==> src/rtl/uart_tx_buffered.sv <==
// Buffered 8N1 UART transmitter: valid/ready byte FIFO feeding a serializer.
// Define UART_TX_PARITY_EN to insert a parity bit (8E1/8O1 via PARITY_ODD).
module uart_tx_buffered #(
  parameter int CLKS_PER_BIT = 868,
  parameter int FIFO_AW      = 4,
  parameter bit PARITY_ODD   = 1'b0
) (
  input  logic               i_Clk,
  input  logic               i_Rst_n,
  input  logic               i_TX_DV,
  input  logic [7:0]         i_TX_Byte,
  output logic               o_TX_Ready,
  output logic [FIFO_AW:0]   o_FIFO_Count,
  output logic               o_TX_Active,
  output logic               o_TX_Done,
  output logic               o_Overflow,
  output logic               o_UART_TX
);

  localparam int DEPTH = 2 ** FIFO_AW;
  localparam int TW =
    (CLKS_PER_BIT > 2) ? $clog2(CLKS_PER_BIT) : 1;
  localparam logic [TW-1:0] T_LAST =
    TW'(CLKS_PER_BIT - 1);
  localparam logic [TW-1:0] T_ONE = TW'(1);
  localparam logic [FIFO_AW:0] P_ONE =
    (FIFO_AW + 1)'(1);

`ifdef UART_TX_PARITY_EN
  localparam bit PAR_EN = 1'b1;
`else
  localparam bit PAR_EN = 1'b0;
`endif

  typedef enum logic [2:0] {
    S_IDLE,
    S_START,
    S_DATA,
    S_PARITY,
    S_STOP
  } state_t;

  logic [7:0]       mem [DEPTH];
  logic [FIFO_AW:0] wr_ptr;
  logic [FIFO_AW:0] rd_ptr;
  logic             full;
  logic             empty;
  logic             push;
  logic             pop;
  logic             ovf_q;

  state_t           state_q;
  state_t           state_d;
  logic [TW-1:0]    timer_q;
  logic [TW-1:0]    timer_d;
  logic [2:0]       idx_q;
  logic [2:0]       idx_d;
  logic [7:0]       shift_q;
  logic             bit_done;
  logic             line_q;
  logic             line_d;
  logic             active_q;
  logic             active_d;

  // Same-MSB / equal-index means empty, differing MSB means full.
  assign empty = (wr_ptr == rd_ptr);
  assign full  =
    (wr_ptr[FIFO_AW] != rd_ptr[FIFO_AW]) &&
    (wr_ptr[FIFO_AW-1:0] == rd_ptr[FIFO_AW-1:0]);
  assign push  = i_TX_DV & ~full;

  assign o_TX_Ready   = ~full;
  assign o_FIFO_Count = wr_ptr - rd_ptr;
  assign o_Overflow   = ovf_q;

  always_ff @(posedge i_Clk) begin
    if (push) begin
      mem[wr_ptr[FIFO_AW-1:0]] <= i_TX_Byte;
    end
  end

  always_ff @(posedge i_Clk or negedge i_Rst_n) begin
    if (!i_Rst_n) begin
      wr_ptr <= '0;
      rd_ptr <= '0;
      ovf_q  <= 1'b0;
    end else begin
      if (push) begin
        wr_ptr <= wr_ptr + P_ONE;
      end
      if (pop) begin
        rd_ptr <= rd_ptr + P_ONE;
      end
      if (i_TX_DV && full) begin
        ovf_q <= 1'b1;
      end
    end
  end

  assign bit_done = (timer_q == T_LAST);

  always_ff @(posedge i_Clk or negedge i_Rst_n) begin
    if (!i_Rst_n) begin
      state_q  <= S_IDLE;
      timer_q  <= '0;
      idx_q    <= '0;
      shift_q  <= '0;
      line_q   <= 1'b1;
      active_q <= 1'b0;
    end else begin
      state_q  <= state_d;
      timer_q  <= timer_d;
      idx_q    <= idx_d;
      line_q   <= line_d;
      active_q <= active_d;
      if (pop) begin
        shift_q <= mem[rd_ptr[FIFO_AW-1:0]];
      end
    end
  end

  always_comb begin
    state_d = state_q;
    timer_d = timer_q + T_ONE;
    idx_d   = idx_q;
    pop     = 1'b0;
    unique case (state_q)
      S_IDLE: begin
        timer_d = '0;
        if (!empty) begin
          pop     = 1'b1;
          state_d = S_START;
        end
      end
      S_START: begin
        if (bit_done) begin
          timer_d = '0;
          idx_d   = '0;
          state_d = S_DATA;
        end
      end
      S_DATA: begin
        if (bit_done) begin
          timer_d = '0;
          idx_d   = idx_q + 3'd1;
          if (idx_q == 3'd7) begin
            state_d = PAR_EN ? S_PARITY : S_STOP;
          end
        end
      end
      S_PARITY: begin
        if (bit_done) begin
          timer_d = '0;
          state_d = S_STOP;
        end
      end
      S_STOP: begin
        if (bit_done) begin
          timer_d = '0;
          // Back-to-back frames: no idle bit between stop and start.
          if (!empty) begin
            pop     = 1'b1;
            state_d = S_START;
          end else begin
            state_d = S_IDLE;
          end
        end
      end
      default: begin
        timer_d = '0;
        state_d = S_IDLE;
      end
    endcase
  end

  // Line and active are registered from the next state.
  always_comb begin
    line_d = 1'b1;
    unique case (1'b1)
      (state_d == S_START):  line_d = 1'b0;
      (state_d == S_DATA):   line_d = shift_q[idx_d];
      (state_d == S_PARITY): line_d = ^shift_q ^ PARITY_ODD;
      default:               line_d = 1'b1;
    endcase
    active_d = (state_d != S_IDLE);
  end

  assign o_UART_TX   = line_q;
  assign o_TX_Active = active_q;
  assign o_TX_Done   = (state_q == S_STOP) && bit_done;

endmodule
==> config.mk <==
export PLATFORM = sky130hd
export DESIGN_NAME = uart_tx_buffered
export DESIGN_NICKNAME = d
export VERILOG_FILES = /design/src/rtl/uart_tx_buffered.sv
export SDC_FILE = /design/constraint.sdc
export NUM_CORES = 1
export LEC_CHECK = 0
export CAP_MARGIN = 20
export CORE_AREA = 3 3 180 130
export DETAILED_ROUTE_END_ITERATION = 16
export DIE_AREA = 0 0 183 133
export HOLD_SLACK_MARGIN = 0.08
export PLACE_DENSITY = 0.5
export SYNTH_ARGS = -nofsm -noshare
export SYNTH_HDL_FRONTEND = slang
export SYNTH_SLANG_ARGS = --single-unit
==> constraint.sdc <==
create_clock -name i_Clk -period 6.5 [get_ports i_Clk]
set_input_delay 0.975 -clock i_Clk [delete_from_list [all_inputs] [get_ports i_Clk]]
set_output_delay 0.975 -clock i_Clk [all_outputs]
set_load 0.02 [all_outputs]
Yosys cells after proc, flatten, opt, wreduce, memory -nomap -nowiden
Memories as Yosys holds them, arrays and structs flattened. A register that Yosys moved wholly into a read port is not among the register bits. Cells that the tools add are included.

Output and inout bits: 10. Register bits after elaboration: 29. Memories: 1. Bits in writable memories: 128. Bits of input ports: 11.

Muxes and demuxes: 21. Magnitude comparators: 1. Reductions and logical operators: 8. $add $sub $neg: 5. Bitwise gates (word level): 2. Eq/ne operators: 12.

Memories: mem (depth 16, bits a word 8, rd ports 1, clocked after Yosys merged registers in 1, write ports 1, line 43) `logic [7:0] mem [DEPTH];`.

Operators with widths (number): 3-bit two-way mux (8); 10-bit two-way mux (2); 3-bit case mux with 5 select lines (1); 3-bit by 2-bit == test with 1-bit output, second input constant (4); 10-bit by 1-bit adder with 10-bit output, second input constant (1); 5-bit by 1-bit adder with 5-bit output, second input constant (2); 10-bit == test, second input constant (1); 8-bit parity (1); 3-bit by 1-bit == test with 1-bit output, second input constant (2); 3-bit == test, second input constant (2); 1-bit two-way mux (6); 3-bit case mux with 2 select lines (1); 5-bit == test (1); 5-bit subtractor (1); 4-bit == test (1); 3-bit by 4-bit less-than comparator with 1-bit output, second input constant (1); 4-bit OR reduction (1); 3-bit by 1-bit adder with 3-bit output, second input constant (1); 1-bit binary-select mux with 3-bit select (1); 1-bit logical AND (3); 3-bit logical NOT (1); 1-bit case mux with 3 select lines (1); 3-bit nonzero test (1); 1-bit case mux with 2 select lines (1); 4 further kinds (4).

Longest topological paths before layout
Depth after elaboration: 6. Depth in mapped cells: 12.

Least setup slack after synthesis
OpenSTA, ideal clock, no wires.

Path type: register to register. From: register rd_ptr[1]. To: memory mem[4][0] (enable). Path buffers: 3. Setup slack: 3.448 ns. Arrival: 2.669 ns. Data required time: 6.117 ns. Cell stages (with the launch flop): 11. Cells stage by stage: dfrtp_1 > clkbuf_1 > buf_2 > inv_1 > ha_1 > nand4_1 > nand2b_1 > and2_1 > clkbuf_1 > nand2_1 > nor3_1.

Longest elaborated chain between the ends: 6.

Ends and longest elaborated chain: start, declared (line 45) `logic [FIFO_AW:0] rd_ptr;`; start signal, assigned (line 92) `rd_ptr <= rd_ptr + P_ONE;`; 4-bit == test (line 69) `(wr_ptr[FIFO_AW-1:0] == rd_ptr[FIFO_AW-1:0]);`; 1-bit logical AND (line 68) `(wr_ptr[FIFO_AW] != rd_ptr[FIFO_AW]) &&`; 1-bit NOT; via o_TX_Ready (line 12) `output logic o_TX_Ready,`; 1-bit AND (line 70) `assign push = i_TX_DV & ~full;`; 1-bit two-way mux (line 77) `if (push) begin`; 1-bit two-way mux (not written as such) (line 78) `mem[wr_ptr[FIFO_AW-1:0]] <= i_TX_Byte;`; end, declared (line 43).

The timed path passes the listed nets, and every way through them passes these cells.

Final worst setup path
From: register rd_ptr[0]. To: output o_FIFO_Count[4].

Longest elaborated chain between the ends: 1.

Ends and longest elaborated chain: 5-bit subtractor (line 73) `assign o_FIFO_Count = wr_ptr - rd_ptr;`; end, declared (line 13) `output logic [FIFO_AW:0] o_FIFO_Count,`.

No other way between the ends.

==> flow_summary.yaml <==
sta:
  final-setup-viol-count: 0
  worst_pin_slew_ns: 0.969
  fin_skew_ns: 0.0134
  slew-limit-headroom_pct: 35.2
  hold_viol_final: 0
  finalCriticalPeriod_ns: 3.97
  drv_slew: 0
  layout_setup_ws_ns: 2.53
  grt_setup_unrepaired: "no"
  fin_setup_tns_ns: 0
  whs_ns: 0.477
  fin_crit_sh_pct: 61.0
  fmax_ghz: 0.252
cts:
  cts.htree.levels: 4
  cts_tree: "built"
  cts_hold_buf: 0
  ctsResizeCount: 0
  cts-root-buf: "clkbuf_16"
  ctsLongestPathBuffers: 2
  clock_latency_ns: 0.43
  clkSinkCount: 165
  cts_buffers: 17
  post_cts_buffers: 0
  clkTransAtPathRegs_ns: 0.07
power_and_ir_drop:
  p_leak_nw: 2.77
  vdd_drop_max_mv: 0.195
  cellPowerDensity_nw_per_um2: 337
floorplan:
  core_area_um2: 21600
  die_w_um: 183
  fp-row-count: 45
  start_util_pct: 32.1
  io_pins: 21
  die_h_um: 133
  die_area_um2: 24300
final_layout:
  fillers: 2000
  drive_above_1_share_pct: 22.8
  fin_nets: 450
  layout_common_cells: "128 x edfxtp_1, 40 x mux4_2, 35 x dfrtp_1, 25 x nor2_1, 20 x inv_1"
  final_common_cell: "edfxtp_1"
  diodes: 0
  areaGrowthSynthToFinish_pct: 16.7
synth:
  async_reset_ff_share_pct: 22.4
  avgSynthCellArea_um2: 17.7
  synth_edf_count: 128
  netlist_area_um2: 6930
  ys_seq_area_share_pct: 68.8
  synth.distinct_cells: 45
  syn_nets: 417
  ys_top_cells_by_area: "edfxtp_1 55%, dfrtp_1 13%, mux4_2 13%, ha_1 2.3%, xnor2_1 2.3%"
  netlist_instances: 392
  yosys.area.top_type: "edfxtp_1"
  ys_seq_elements: 165
  synth-main-ff-cell: "edfxtp_1"
  ys_warn_count: 0
  synth_top_area_share_pct: 55.4
critical_path:
  cp_max_fo: 36
  required_ns: 5.52
  crit_path_end_kind: "primary output"
  cp-start-kind: "flop"
  path_class: "reg -> out"
  r2r_slack_ns: 3.24
  arrival_ns: 2.99
min_path:
  hold_path_class: "reg -> reg"
grt:
  grt_pass1_wl_mm: 22.0
  grt_max_degree: 38
  grt.total_usage_pct: 12.4
  grt_pass1_vias: 3548
  grt-ovfl-total: 0
  antenna_found_initial: 0
placement:
  hpwl_mm: 9.36
  dp_slack_ns: 2.90
  gp_congestion: 0.776
  io_buffers: 20
status:
  status: "finished, final reports clean"
route:
  first_pass_iters: 4
  routed_via_density: 4.79
  drt_iter0_markers: 260
  vias: 3447
  wl_mm: 14.2
  ant_nets: 0
  remaining_drc_errors: 0
  wl_per_cell_um: 19.7
flow_run:
  maxCapViolations: 0
[metrics by stage]
step	area (µm²)	utilization, %	instances	power (W)
after global placement	7490	34.6	688	0.00171
after CTS	8090	37.4	720	0.00276
final	8090	37.4	720	0.00273
after global routing	8090	37.4	720	0.00285
after detailed placement	7490	34.6	688	0.00172
after floorplan	6930	-	392	0.00153
[final timing paths]
| kind | from | to | cells after the start |
|---|---|---|---|
| max reg2reg | rd_ptr[0] | mem[13][6] | 7 |
| min in group asynchronous | i_Rst_n | o_Overflow | 1 |
| max | rd_ptr[0] | o_FIFO_Count[4] | 8 |
| max in group asynchronous | i_Rst_n | rd_ptr[0] | 1 |
| min | o_Overflow | o_Overflow | 1 |
| min reg2reg | o_Overflow | o_Overflow | 1 |
[worst max-delay path, cell delays in order (launching register included)]
cell,delay (ns)
dfrtp_2,0.34
buf_4,0.56
ha_1,0.31
fa_1,0.22
inv_1,0.05
a21o_1,0.14
a21oi_1,0.17
xor2_1,0.16
clkdlybuf4s50_1,0.61
[sequential cells by signal, indices dropped and copies added (netlist names)]
name and count:
idx_q 3, mem 128, o_Overflow 1, o_TX_Active 1
o_UART_TX 1, rd_ptr 5, shift_q 8, state_q 3
timer_q 10, wr_ptr 5
[final cells by class]
| cell class | count | area (µm²) | area share [%] |
|---|---|---|---|
| timing repair buffer | 30 | 270 | 3.34 |
| tap | 282 | 353 | 4.36 |
| clock buffer | 18 | 429 | 5.31 |
| sequential | 165 | 4770 | 59.0 |
| clock inverter | 14 | 174 | 2.15 |
| multi-input combinational | 189 | 2010 | 24.8 |
| inverter | 22 | 82.6 | 1.02 |
[synth_stat cells, types with 3 or more instances]
master      n
nor4_1      4
o21ai_0     6
nand4_1     5
nand3_1     8
clkbuf_1    7
xnor2_1    18
ha_1       13
nor2_1     25
a21oi_1     6
mux2_2      8
inv_1      20
buf_2       3
xor2_1     10
buf_4       4
edfxtp_1  128
nor3_1      4
mux2i_1     4
nand2_1    13
dfrtp_1    36
mux4_2     40
[power breakdown]
group / switching, W / internal [W]
registers: 0.0000533 / 0.00124
logic: 0.000234 / 0.000168
clock network: 0.000422 / 0.000610
[cell families after synthesis]
kind of cell    share of synthesized area [%]
mux                                      14.9
buf+inv                                  2.58
xor+xnor                                 3.54
compound gates                           2.22
fa+ha+maj                                2.63
simple gates                             5.34
flops                                    68.8
[metal layers]
metal  up-vias  wire length, µm  GRT usage, %  share of wire (%)
met5         -                0             0                  0
met4         0              156          4.06                1.1
met3        11              684          3.05                4.8
met2        65             6280          17.6                 44
met1      1792             7090          18.7                 50
li1       1579                -             -                  -
Power figures use the tool's default switching activity.
